===== src/rtl/leitor_tabuleiro.sv =====
// Scans the 8x8 reed-switch board row by row, debounces whole frames and
// reports the square where a piece was newly placed until it is acknowledged.
module leitor_tabuleiro #(
    parameter int SCAN_CYCLES = 4,
    parameter int DEBOUNCE    = 3
) (
    input  logic        clock,
    input  logic        reset,
    input  logic        habilita,
    input  logic [7:0]  colunas,
    output logic [7:0]  linhas,
    output logic [3:0]  jogadaLinha,
    output logic [3:0]  jogadaColuna,
    output logic        temJogada,
    input  logic        jogadaLida,
    output logic        multipla,
    output logic        perdida,
    output logic [2:0]  db_estado,
    output logic [63:0] db_tabuleiro
);

    localparam int CW = $clog2(SCAN_CYCLES);
    localparam int NW = $clog2(DEBOUNCE + 1);

    typedef enum logic [2:0] {
        INICIAL    = 3'd0,
        VARRE      = 3'd1,
        FIM_QUADRO = 3'd2,
        COMMIT     = 3'd3
    } estado_t;

    estado_t        estado, proximo;
    logic [2:0]     linha;
    logic [CW-1:0]  ciclo;
    logic [NW-1:0]  cnt, cnt_prox;
    logic [63:0]    quadro, anterior, imagem, novas;
    logic [5:0]     menor;
    logic           primeiro, ultimo_ciclo, iguais, varias, pendente, commit_agora;

    assign ultimo_ciclo = (ciclo == CW'(SCAN_CYCLES - 1));
    assign iguais       = (quadro == anterior);
    assign novas        = quadro & ~imagem;
    assign varias       = |(novas & (novas - 64'd1));
    // An ack arriving together with a commit frees the slot for the new move.
    assign pendente     = temJogada & ~jogadaLida;
    assign db_estado    = estado;
    assign db_tabuleiro = imagem;

    always_comb begin
        cnt_prox = NW'(1);
        if (iguais) begin
            cnt_prox = (cnt == NW'(DEBOUNCE)) ? cnt : cnt + NW'(1);
        end
    end

    // Commit only on the frame where the count first reaches DEBOUNCE.
    assign commit_agora = (cnt_prox == NW'(DEBOUNCE)) && !(iguais && (cnt == NW'(DEBOUNCE)));

    always_comb begin
        menor = '0;
        for (int i = 63; i >= 0; i--) begin
            if (novas[i]) menor = 6'(i);
        end
    end

    always_comb begin
        linhas = '0;
        if (estado == VARRE) linhas[linha] = 1'b1;
    end

    always_ff @(posedge clock) begin
        if (!reset) estado <= INICIAL;
        else        estado <= proximo;
    end

    always_comb begin
        proximo = estado;
        if (!habilita) begin
            proximo = INICIAL;
        end else begin
            case (estado)
                INICIAL:    proximo = VARRE;
                VARRE:      if (ultimo_ciclo && linha == 3'd7) proximo = FIM_QUADRO;
                FIM_QUADRO: proximo = commit_agora ? COMMIT : VARRE;
                COMMIT:     proximo = VARRE;
                default:    proximo = INICIAL;
            endcase
        end
    end

    always_ff @(posedge clock) begin
        if (!reset) begin
            linha        <= '0;
            ciclo        <= '0;
            cnt          <= '0;
            quadro       <= '0;
            anterior     <= '0;
            imagem       <= '0;
            primeiro     <= 1'b1;
            jogadaLinha  <= '0;
            jogadaColuna <= '0;
            temJogada    <= 1'b0;
            multipla     <= 1'b0;
            perdida      <= 1'b0;
        end else begin
            if (jogadaLida && temJogada) temJogada <= 1'b0;
            if (!habilita) begin
                linha <= '0;
                ciclo <= '0;
                cnt   <= '0;
            end else begin
                case (estado)
                    INICIAL: begin
                        linha <= '0;
                        ciclo <= '0;
                    end
                    VARRE: begin
                        if (ultimo_ciclo) begin
                            quadro[{linha, 3'b000} +: 8] <= colunas;
                            ciclo <= '0;
                            linha <= linha + 3'd1;
                        end else begin
                            ciclo <= ciclo + CW'(1);
                        end
                    end
                    FIM_QUADRO: begin
                        cnt <= cnt_prox;
                        if (!iguais) anterior <= quadro;
                    end
                    COMMIT: begin
                        imagem <= quadro;
                        // The first committed image is the setup, never a move.
                        if (primeiro) begin
                            primeiro <= 1'b0;
                        end else begin
                            if (novas != '0 && !pendente) begin
                                jogadaLinha  <= {1'b0, menor[5:3]};
                                jogadaColuna <= {1'b0, menor[2:0]};
                                temJogada    <= 1'b1;
                            end
                            if (varias) multipla <= 1'b1;
                            if (novas != '0 && pendente) perdida <= 1'b1;
                        end
                    end
                    default: ;
                endcase
            end
        end
    end

endmodule


===== config.mk =====
export PLATFORM = sky130hd
export DESIGN_NAME = leitor_tabuleiro
export DESIGN_NICKNAME = d
export VERILOG_FILES = /design/src/rtl/leitor_tabuleiro.sv
export SDC_FILE = /design/constraint.sdc
export NUM_CORES = 1
export LEC_CHECK = 0
export ABC_AREA = 1
export CELL_PAD_IN_SITES_DETAIL_PLACEMENT = 0
export CELL_PAD_IN_SITES_GLOBAL_PLACEMENT = 1
export CORE_MARGIN = 5
export CORE_UTILIZATION = 42
export CTS_CLUSTER_SIZE = 20
export DETAILED_ROUTE_END_ITERATION = 10
export PLACE_DENSITY_LB_ADDON = 0.1
export SYNTH_ARGS = -nofsm -noshare
export SYNTH_HDL_FRONTEND = slang
export SYNTH_SLANG_ARGS = --single-unit

===== constraint.sdc =====
create_clock -name clock -period 4.75 [get_ports clock]
set_clock_uncertainty 0.15 [all_clocks]
set_input_delay 0.95 -clock clock [delete_from_list [all_inputs] [get_ports clock]]
set_output_delay 0.95 -clock clock [all_outputs]
set_load 0.005 [all_outputs]

==> results of run 1 <==
kinds of logic (layout without fill, tap and decap cells):
family                     count (synthesis)  after routing  synth area share
adders and majority gates                  5              5           0.00600
buffers and inverters                    221            329            0.0817
AOI/OAI and AO/OA                        409            409             0.213
xor gates and xnor gates                  47             47            0.0395
and+or+nand+nor                          581            581             0.255
DFF                                      211            211             0.405
other                                      1              3          0.000359
flip-flops by register name, indices dropped and copies added (netlist names):
register      flops
db_estado         2
quadro           64
jogadaLinha       3
linha             3
cnt               2
multipla          1
temJogada         1
ciclo             2
primeiro          1
jogadaColuna      3
anterior         64
perdida           1
db_tabuleiro     64
area by class of cell:
cell class                      instances  area share
Clock inverter                          8     0.00734
Inverter                              157      0.0471
Timing Repair Buffer                  129      0.0957
Clock buffer                           35      0.0558
Multi-Input combinational cell       1045       0.427
Tap cell                              324      0.0322
Sequential cell                       211       0.335
where the power goes:
group	internal [W]	leakage [nW]	switching, W
registers	0.00177	1.70	0.00000291
clock network	0.00113	0.392	0.000750
logic	0.0000271	3.38	0.0000714
total	0.00293	5.47	0.000824
worst paths after layout:
| path | to | slack, ns | cells after the start |
|---|---|---|---|
| setup reg to reg | multipla | 0.49 | 24 |
| hold / removal | multipla | 0.30 | 2 |
| hold reg to reg | multipla | 0.30 | 2 |
| setup / recovery | multipla | 0.49 | 24 |
per-layer routing:
layer / vias up / GRT usage / wire length, um
met5: - / 0 / 0
met2: 371 / 0.397 / 16200
li1: 5092 / - / -
met1: 4821 / 0.365 / 17100
met3: 56 / 0.0457 / 2750
met4: 0 / 0.0614 / 881
layout by cell type (no fill, tap or decap), types with 6 or more instances in the layout:
cell type	count
nand2_1	279
a21oi_1	213
dfxtp_1	211
nor2_1	140
o21ai_0	128
inv_1	115
clkdlybuf4s50_1	92
nand3_1	71
xor2_1	47
inv_2	35
buf_4	34
nand2_4	30
clkbuf_16	25
nor4_1	16
nor3_1	14
nand4_1	11
a31oi_1	10
o22ai_1	10
a221oi_1	9
nand2_2	7
a211oi_1	6
clkbuf_1	6
worst max-delay path: stages (launching register included):
cell and delay, ns:
dfxtp_1 0.34, inv_2 0.08, nor2_1 0.05, inv_2 0.08
nand2_1 0.10, nor2_1 0.10, buf_4 0.15, nand2_1 0.11
nor2_1 0.25, inv_2 0.04, nor2_1 0.17, nand2_1 0.15
nor2_1 0.16, inv_2 0.07, nor2_1 0.15, nand3_1 0.18
o311ai_1 0.32, o211a_1 0.19, o221ai_1 0.10, nor3_1 0.29
o2111ai_1 0.16, nor4_1 0.21, nand4_1 0.13, o41ai_1 0.29
a21oi_1 0.10
cell usage after synthesis (15+ instances only):
cell type / number
clkbuf_1: 54
nor3_1: 15
nand3_1: 71
nand2_1: 280
dfxtp_1: 211
nor4_1: 16
o21ai_0: 128
inv_1: 117
a21oi_1: 214
inv_2: 33
nand2_4: 30
nor2_1: 140
xor2_1: 47
per-stage QoR:
stage	power [W]	setup WS, ns	hold WS, ns	cell area (um2)
6_report	0.00376	0.490	0.301	12600
4_1_cts	0.00378	0.531	0.302	12600
3_5_place_dp	0.00191	0.573	0.294	11800
5_1_grt	0.00387	0.0239	0.334	12600
3_3_place_gp	0.00191	0.633	0.289	11800
2_1_floorplan	0.00187	1.23	0.270	10400
==> impl_metrics.ini, run 1 <==
[finish]
seq_area_um2 = 4220
layout-drive-gt1-share = 0.102
nFillCells = 2504
final_cells = 1909
fin_util = 0.517
fin_nets = 1586
multi_input_area_um2 = 5380
syn_to_final_growth_pct = 20.9
num_antenna_cells = 0

[cts]
cts_made_buffers = 25
cts_num_sinks = 211
clk_path_buf_depth = 3
clk_root_buffer_cell = clkbuf_16
htreeDepth = 1
postCtsSetupRepairBufs = 0
clk-insertion-delay-late_ns = 0.53
cts_tree = done
hold_buffers = 0
cts_resized = 0
cts.clk_slew.worst_paths_ns = 0.06

[die]
die_area_um2 = 28100
die_y_um = 168
core_um2 = 24400
num_rows = 57
fp.dieW_um = 168
start_util = 0.428
ioPinCount = 98

[sta]
fin_tns_setup_ns = 0
clock.fmax_mhz = 235
setup_viol = 0
rsz0062_at_grt = false
hold_viol = 0
drv_slew = 0
min_period_over_period = 0.897
worst_pin_slew_ns = 1.00
slew-limit-headroom = 0.329
period_minus_slack_ns = 4.26

[placement]
port-buffer-count = 94
dp_cells = 1866
place_congestion = 0.958
dp_hpwl_um = 27600

[route]
post_drt_via_cell_ratio = 5.42
detail-route-antenna-nets = 0
drt_first_iter_violations = 886
wl_per_cell_um = 19.3
drc_errors = 0
routed_wl_um = 36900
num_vias = 10300
first_pass_iters = 5

[synth]
yosys_most_used_dff = dfxtp_1
synth_top_area_frac = 0.405
synth_area_per_cell_um2 = 7.07
yosys.cell_types.count = 46
yosys_warnings = 0
synth_edf_count = 0
synth.largest_area_cell = dfxtp_1
synth_seq_cells = 211
synth_cells = 1475
synth_area_leaders = dfxtp_1, a21oi_1, nand2_1, o21ai_0, nor2_1
async_flop_share = 0
netlist_area_um2 = 10400
synth_seq_area_share = 0.405

[critical_path]
critPathLaunchType = register
critPathKind = reg2reg
crit_path_end_kind = register
cp-startpoint = quadro[1]
regToRegStartpoint = quadro[1]
cp.arrival_ns = 4.50
path_max_fanout = 5
critPathRequiredTime_ns = 4.99

[worst_hold_path]
holdCritStartpoint = multipla
min_path_type = reg2reg

[flow_run]
max_cap_viol_count = 0

[run_status]
status = complete, no violations

[grt]
grt_start_max_net_pins = 94
grt_pass1_wl_um = 56700
overflow = 0
antenna_found_initial = 0
grt_use_total = 0.254
grt_pass1_vias = 9674

[power_and_ir_drop]
p_leak_nw = 5.47
power_density_nw_per_um2 = 298
irDropWorstVdd_v = 0.000246
No activity file was read; power rests on OpenSTA's default activity.
==> inputs of run 2 (changes only) <==
- ABC_CLOCK_PERIOD_IN_PS: default -> 4750
==> results of run 2 <==
Same layout as run 1: the final DEF is identical, and so are final timing and power.
